$ cat src/rtl/p16_mod_stream_acc_if.sv
// Operand/result handshake bundle for the modulo (2^16 - 1) streaming accumulator.
// Both channels use valid/ready: a beat transfers on a rising edge where valid && ready.
interface p16_mod_stream_acc_if #(
    parameter int IDXW = 8
);
    logic            in_valid;
    logic            in_ready;
    logic [15:0]     in_a;
    logic [15:0]     in_b;
    logic            in_acc;
    logic            in_last;
    logic            out_valid;
    logic            out_ready;
    logic [15:0]     out_sum;
    logic            out_zero;
    logic            out_last;
    logic [IDXW-1:0] out_idx;

    modport master (
        output in_valid, in_a, in_b, in_acc, in_last, out_ready,
        input  in_ready, out_valid, out_sum, out_zero, out_last, out_idx
    );

    modport slave (
        input  in_valid, in_a, in_b, in_acc, in_last, out_ready,
        output in_ready, out_valid, out_sum, out_zero, out_last, out_idx
    );
endinterface

$ cat src/rtl/p16_mod_stream_acc.sv
// Two-stage streaming end-around-carry adder with frame accumulator.
// S1 registers operands, S2 registers the normalised result; acc chains results within a frame.
module p16_mod_stream_acc #(
    parameter bit NORM = 1'b1,
    parameter int IDXW = 8
) (
    input logic                   clk,
    input logic                   rst_n,
    p16_mod_stream_acc_if.slave   bus
);
    localparam logic [IDXW-1:0] IDX_ONE = {{(IDXW-1){1'b0}}, 1'b1};

    logic            r_s1_v;
    logic [15:0]     r_op_a;
    logic [15:0]     r_op_b;
    logic            r_s1_last;
    logic [IDXW-1:0] r_s1_idx;
    logic [IDXW-1:0] r_idx_cnt;
    logic [15:0]     r_acc;

    logic            r_out_valid;
    logic [15:0]     r_out_sum;
    logic            r_out_zero;
    logic            r_out_last;
    logic [IDXW-1:0] r_out_idx;

    logic [16:0]     w_raw;
    logic [15:0]     w_sum;
    logic [15:0]     w_norm;
    logic            w_is_zero;
    logic            w_s2_free;
    logic            w_s1_move;
    logic            w_in_ready;
    logic            w_accept;

    // End-around carry: the wrap-around add can never carry twice.
    assign w_raw     = {1'b0, r_op_a} + {1'b0, r_op_b};
    assign w_sum     = w_raw[15:0] + {15'd0, w_raw[16]};
    assign w_is_zero = (w_sum == 16'h0000) || (w_sum == 16'hFFFF);
    assign w_norm    = (NORM && (w_sum == 16'hFFFF)) ? 16'h0000 : w_sum;

    assign w_s2_free  = !r_out_valid || bus.out_ready;
    assign w_s1_move  = r_s1_v && w_s2_free;
    // An accumulate beat must wait until the beat ahead of it has updated acc.
    assign w_in_ready = (!r_s1_v || w_s1_move) && !(bus.in_acc && r_s1_v);
    assign w_accept   = bus.in_valid && w_in_ready;

    always_ff @(posedge clk) begin
        if (!rst_n) begin
            r_s1_v      <= 1'b0;
            r_op_a      <= 16'h0000;
            r_op_b      <= 16'h0000;
            r_s1_last   <= 1'b0;
            r_s1_idx    <= '0;
            r_idx_cnt   <= '0;
            r_acc       <= 16'h0000;
            r_out_valid <= 1'b0;
            r_out_sum   <= 16'h0000;
            r_out_zero  <= 1'b0;
            r_out_last  <= 1'b0;
            r_out_idx   <= '0;
        end else begin
            if (w_accept) begin
                r_s1_v    <= 1'b1;
                r_op_a    <= bus.in_acc ? r_acc : bus.in_a;
                r_op_b    <= bus.in_b;
                r_s1_last <= bus.in_last;
                r_s1_idx  <= r_idx_cnt;
                r_idx_cnt <= bus.in_last ? '0 : (r_idx_cnt + IDX_ONE);
            end else if (w_s1_move) begin
                r_s1_v <= 1'b0;
            end

            if (w_s1_move) begin
                r_out_valid <= 1'b1;
                r_out_sum   <= w_norm;
                r_out_zero  <= w_is_zero;
                r_out_last  <= r_s1_last;
                r_out_idx   <= r_s1_idx;
                r_acc       <= r_s1_last ? 16'h0000 : w_norm;
            end else if (bus.out_ready) begin
                r_out_valid <= 1'b0;
            end
        end
    end

    assign bus.in_ready  = w_in_ready;
    assign bus.out_valid = r_out_valid;
    assign bus.out_sum   = r_out_sum;
    assign bus.out_zero  = r_out_zero;
    assign bus.out_last  = r_out_last;
    assign bus.out_idx   = r_out_idx;
endmodule

$ cat src/flat_wrapper.sv
// flat-port wrapper written by rule: the top's interface ports become plain ports
module p16_mod_stream_acc_flat 
#(
    parameter bit NORM = 1'b1,
    parameter int IDXW = 8
)
  (clk, rst_n, bus_in_valid, bus_in_a, bus_in_b, bus_in_acc, bus_in_last, bus_out_ready, bus_in_ready, bus_out_valid, bus_out_sum, bus_out_zero, bus_out_last, bus_out_idx);
  p16_mod_stream_acc_if #(.IDXW(IDXW)) bus_i ();
  input logic clk;
  input logic rst_n;
  input wire logic [$bits(bus_i.in_valid)-1:0] bus_in_valid;
  input wire logic [$bits(bus_i.in_a)-1:0] bus_in_a;
  input wire logic [$bits(bus_i.in_b)-1:0] bus_in_b;
  input wire logic [$bits(bus_i.in_acc)-1:0] bus_in_acc;
  input wire logic [$bits(bus_i.in_last)-1:0] bus_in_last;
  input wire logic [$bits(bus_i.out_ready)-1:0] bus_out_ready;
  output wire logic [$bits(bus_i.in_ready)-1:0] bus_in_ready;
  output wire logic [$bits(bus_i.out_valid)-1:0] bus_out_valid;
  output wire logic [$bits(bus_i.out_sum)-1:0] bus_out_sum;
  output wire logic [$bits(bus_i.out_zero)-1:0] bus_out_zero;
  output wire logic [$bits(bus_i.out_last)-1:0] bus_out_last;
  output wire logic [$bits(bus_i.out_idx)-1:0] bus_out_idx;
  assign bus_i.in_valid = bus_in_valid;
  assign bus_i.in_a = bus_in_a;
  assign bus_i.in_b = bus_in_b;
  assign bus_i.in_acc = bus_in_acc;
  assign bus_i.in_last = bus_in_last;
  assign bus_i.out_ready = bus_out_ready;
  assign bus_in_ready = bus_i.in_ready;
  assign bus_out_valid = bus_i.out_valid;
  assign bus_out_sum = bus_i.out_sum;
  assign bus_out_zero = bus_i.out_zero;
  assign bus_out_last = bus_i.out_last;
  assign bus_out_idx = bus_i.out_idx;
  p16_mod_stream_acc #(.NORM(NORM), .IDXW(IDXW)) u_core (.clk(clk), .rst_n(rst_n), .bus(bus_i));
endmodule
$ cat config.mk
export PLATFORM = sky130hd
export DESIGN_NAME = p16_mod_stream_acc_flat
export DESIGN_NICKNAME = d
export VERILOG_FILES = /design/src/rtl/p16_mod_stream_acc_if.sv /design/src/rtl/p16_mod_stream_acc.sv /design/src/flat_wrapper.sv
export SDC_FILE = /design/constraint.sdc
export NUM_CORES = 1
export LEC_CHECK = 0
export CORE_AREA = 5 5 108 131
export CTS_CLUSTER_SIZE = 40
export DETAILED_ROUTE_END_ITERATION = 7
export DIE_AREA = 0 0 113 136
export GPL_ROUTABILITY_DRIVEN = 1
export PLACE_DENSITY = 0.6
export REMOVE_ABC_BUFFERS = 1
export SETUP_SLACK_MARGIN = 0.02
export SLEW_MARGIN = 10
export SYNTH_ARGS = -nofsm -noshare
export SYNTH_HDL_FRONTEND = slang
export SYNTH_SLANG_ARGS = --single-unit
$ cat constraint.sdc
create_clock -name clk -period 5.2 [get_ports clk]
set_clock_uncertainty 0.2 [all_clocks]
set_input_delay 0.52 -clock clk [delete_from_list [all_inputs] [get_ports clk]]
set_output_delay 0.52 -clock clk [all_outputs]
set_load 0.02 [all_outputs]
==> impl_metrics.ini <==
[timing]
timing.final.ws_setup_ps = 471
finalHoldViolCount = 0
tns_ps = 0
max_clock_freq_ghz = 0.211
worstMarginPinSlew_ps = 1060
relSlewSlack = 0.290
setup_violations = 0
fin_crit_sh = 0.909
finalMaxSlewViolations = 0
period_minus_slack_ps = 4730
rsz0062_at_grt = no

[clocking]
postCtsSetupRepairBufs = 0
clock_latency_ps = 340
clock_sinks = 93
cts-resized-gates = 0
cts_tree = done
path_clk_slew_ps = 70
hold_buffers = 0
cts-root-buf = clkbuf_16
htree_levels = 3
cts_made_buffers = 9
cts_buffer_depth = 2

[worst_setup_path]
arrival_ps = 4730
critPathLaunchType = flop
cp-end-kind = flop
critPathRequiredTime_ps = 5200
crit_fanout = 32
r2r_cells = 18
path_class = flop to flop

[synth]
yosysWarnings = 0
ys_async_sr_fraction = 0
synth.cell_area_um2 = 4970
synth.distinct_cells = 59
ys_seq_elements = 93
synth_seq_area_share = 0.374
syn-instance-count = 577
synth-main-ff-cell = dfxtp_1
syn_avg_cell_area_um2 = 8.62
synth_area_leader_cell = dfxtp_1
synth_edf_count = 0
synthTopCellsByArea = dfxtp_1 (37%), nand2_1 (10%), a21boi_0 (5.4%), ha_1 (4.8%), mux2i_1 (3.4%)
synth_top_area_share = 0.374

[finish]
mostFrequentLayoutCell = nand2_1
area_growth_pct = 21.6
final_core_util = 0.471
final_cell_mix = nand2_1 (133), dfxtp_1 (93), clkdlybuf4s50_1 (65), a21boi_0 (36), o21ai_1 (20)
num_antenna_cells = 0
layout-drive-gt1-share = 0.0606
final_nets = 680

[floorplanning]
fp.dieH_um = 136
rows = 46
die_w_um = 113
io_pins = 66
dieArea_um2 = 15400
core_area_um2 = 12800
start_util = 0.387

[power_and_ir_drop]
p_per_area_nw_per_um2 = 298
switching_share = 0.269
peakVddDrop_mv = 0.187
p_leak_uw = 0.00246
p_int_uw = 1320
power_switching_uw = 485
combPwrFrac = 0.171
seq_power_share = 0.424
totalPowerFinal_uw = 1800
clock_power_share = 0.404

[run_status]
status = complete, no violations

[job]
cap_violations = 0

[grt]
grt_usage = 0.160
grt-ovfl-total = 0
grt_pass1_wl_mm = 19.8
grt_pass1_vias = 4058
grt_max_degree = 57
antenna_found_initial = 0

[placement]
hpwlAfterDp_mm = 9.02
port_buffers = 65
preCtsSetupSlack_ps = 402
place.gp.congestion = 0.882

[route]
drtPass1Iterations = 4
post_drt_via_cell_ratio = 5.23
drt-initial-drc-count = 214
wirelength_mm = 12.1
antenna_left = 0
wl_per_cell_um = 15.2
drc_errors = 0
route.vias.total = 4156

[min_path]
worstHoldPathCells = 2
hp-class = flop to flop
==> logic make-up (layout without fill, tap and decap cells) <==
logic type	count (synthesis)	count (layout)	synth area share
compound gates	151	151	0.227
xor+xnor	33	33	0.0611
fa+ha+maj	20	20	0.0518
buf+inv	38	88	0.0352
flops	93	93	0.374
mux	17	17	0.0342
simple gates	225	225	0.216
==> power groups by stage <==
stage               registers [µW]  logic (µW)  clock network, µW
global placement               780         305                  0
detailed placement             781         308                  0
finish                         764         309                729
global route                   768         341                777
floorplan                      784         190                  0
CTS                            765         310                747
==> metal layers <==
layer  wire [µm]  vias to the layer above  track usage
met5           0                        -            0
met4         275                        0       0.0561
met3         438                       14       0.0374
met2        5980                       63        0.280
met1        5390                     1934        0.191
li1            -                     2145            -
==> flip-flops by register name (all words and copies together), names as in the netlist <==
name                  count
u_core.bus.out_idx        8
u_core.bus.out_last       1
u_core.bus.out_sum       16
u_core.bus.out_valid      1
u_core.bus.out_zero       1
u_core.r_acc             16
u_core.r_idx_cnt          8
u_core.r_op_a            16
u_core.r_op_b            16
u_core.r_s1_idx           8
u_core.r_s1_last          1
u_core.r_s1_v             1
==> cell type report <==
type                    count  area, µm²
fillers                  1274       6790
multi-input cells         446       2940
flip-flops and latches     93       1860
repair buffers             69        681
clock buffers              10        239
well taps                 168        210
clock inverters             6       97.6
inverters                   3       11.3
==> synthesized netlist by cell type (all sizes together), types with 3 or more instances <==
cell	number
and3	12
o211a	16
a31oi	3
nor3b	4
o21a	4
xnor2	20
a21oi	12
and2	5
a21o	11
a21boi	36
nand3	11
nor2	19
o31ai	19
nor2b	5
mux2i	17
xor2	13
o21ai	28
buf	9
inv	3
a211oi	7
nand4	10
clkbuf	26
and4	3
nor3	8
nor4b	3
nor4	6
ha	19
nand2	133
dfxtp	93
==> worst paths after layout <==
path | startpoint | endpoint | slack [ps]
setup / recovery | u_core.r_op_b[0]$_SDFFE_PN0P_ | u_core.r_acc[9]$_SDFFE_PN0P_ | 470
hold / removal | u_core.bus.out_sum[15]$_SDFFE_PN0P_ | u_core.bus.out_sum[15]$_SDFFE_PN0P_ | 250
setup reg to reg | u_core.r_op_b[0]$_SDFFE_PN0P_ | u_core.r_acc[9]$_SDFFE_PN0P_ | 470
hold reg to reg | u_core.bus.out_sum[15]$_SDFFE_PN0P_ | u_core.bus.out_sum[15]$_SDFFE_PN0P_ | 250
==> stage by stage <==
| step | hold WS [ps] | instances | area (µm²) |
|---|---|---|---|
| 6_report | 246 | 795 | 6040 |
| 5_1_grt | 265 | 795 | 6040 |
| 4_1_cts | 253 | 795 | 6040 |
| 3_5_place_dp | 242 | 779 | 5700 |
| 3_3_place_gp | 236 | 779 | 5700 |
| 2_1_floorplan | 225 | 542 | 4810 |
==> critical path, cell delays in order (launching register included) <==
cell      delay [ps]
dfxtp_1          320
ha_1             240
fa_1             420
a21o_1           220
a221oi_4         350
o21ba_2          250
a21oi_1          100
a21o_1           190
a21o_1           190
ha_1             220
and3_1           220
and3_1           270
nand2_1          180
nor2_1            90
xnor2_2          180
nor4_1           300
a31o_2           190
buf_4            300
o31ai_1          120
Note: power is estimated with default switching activity, not from simulation.
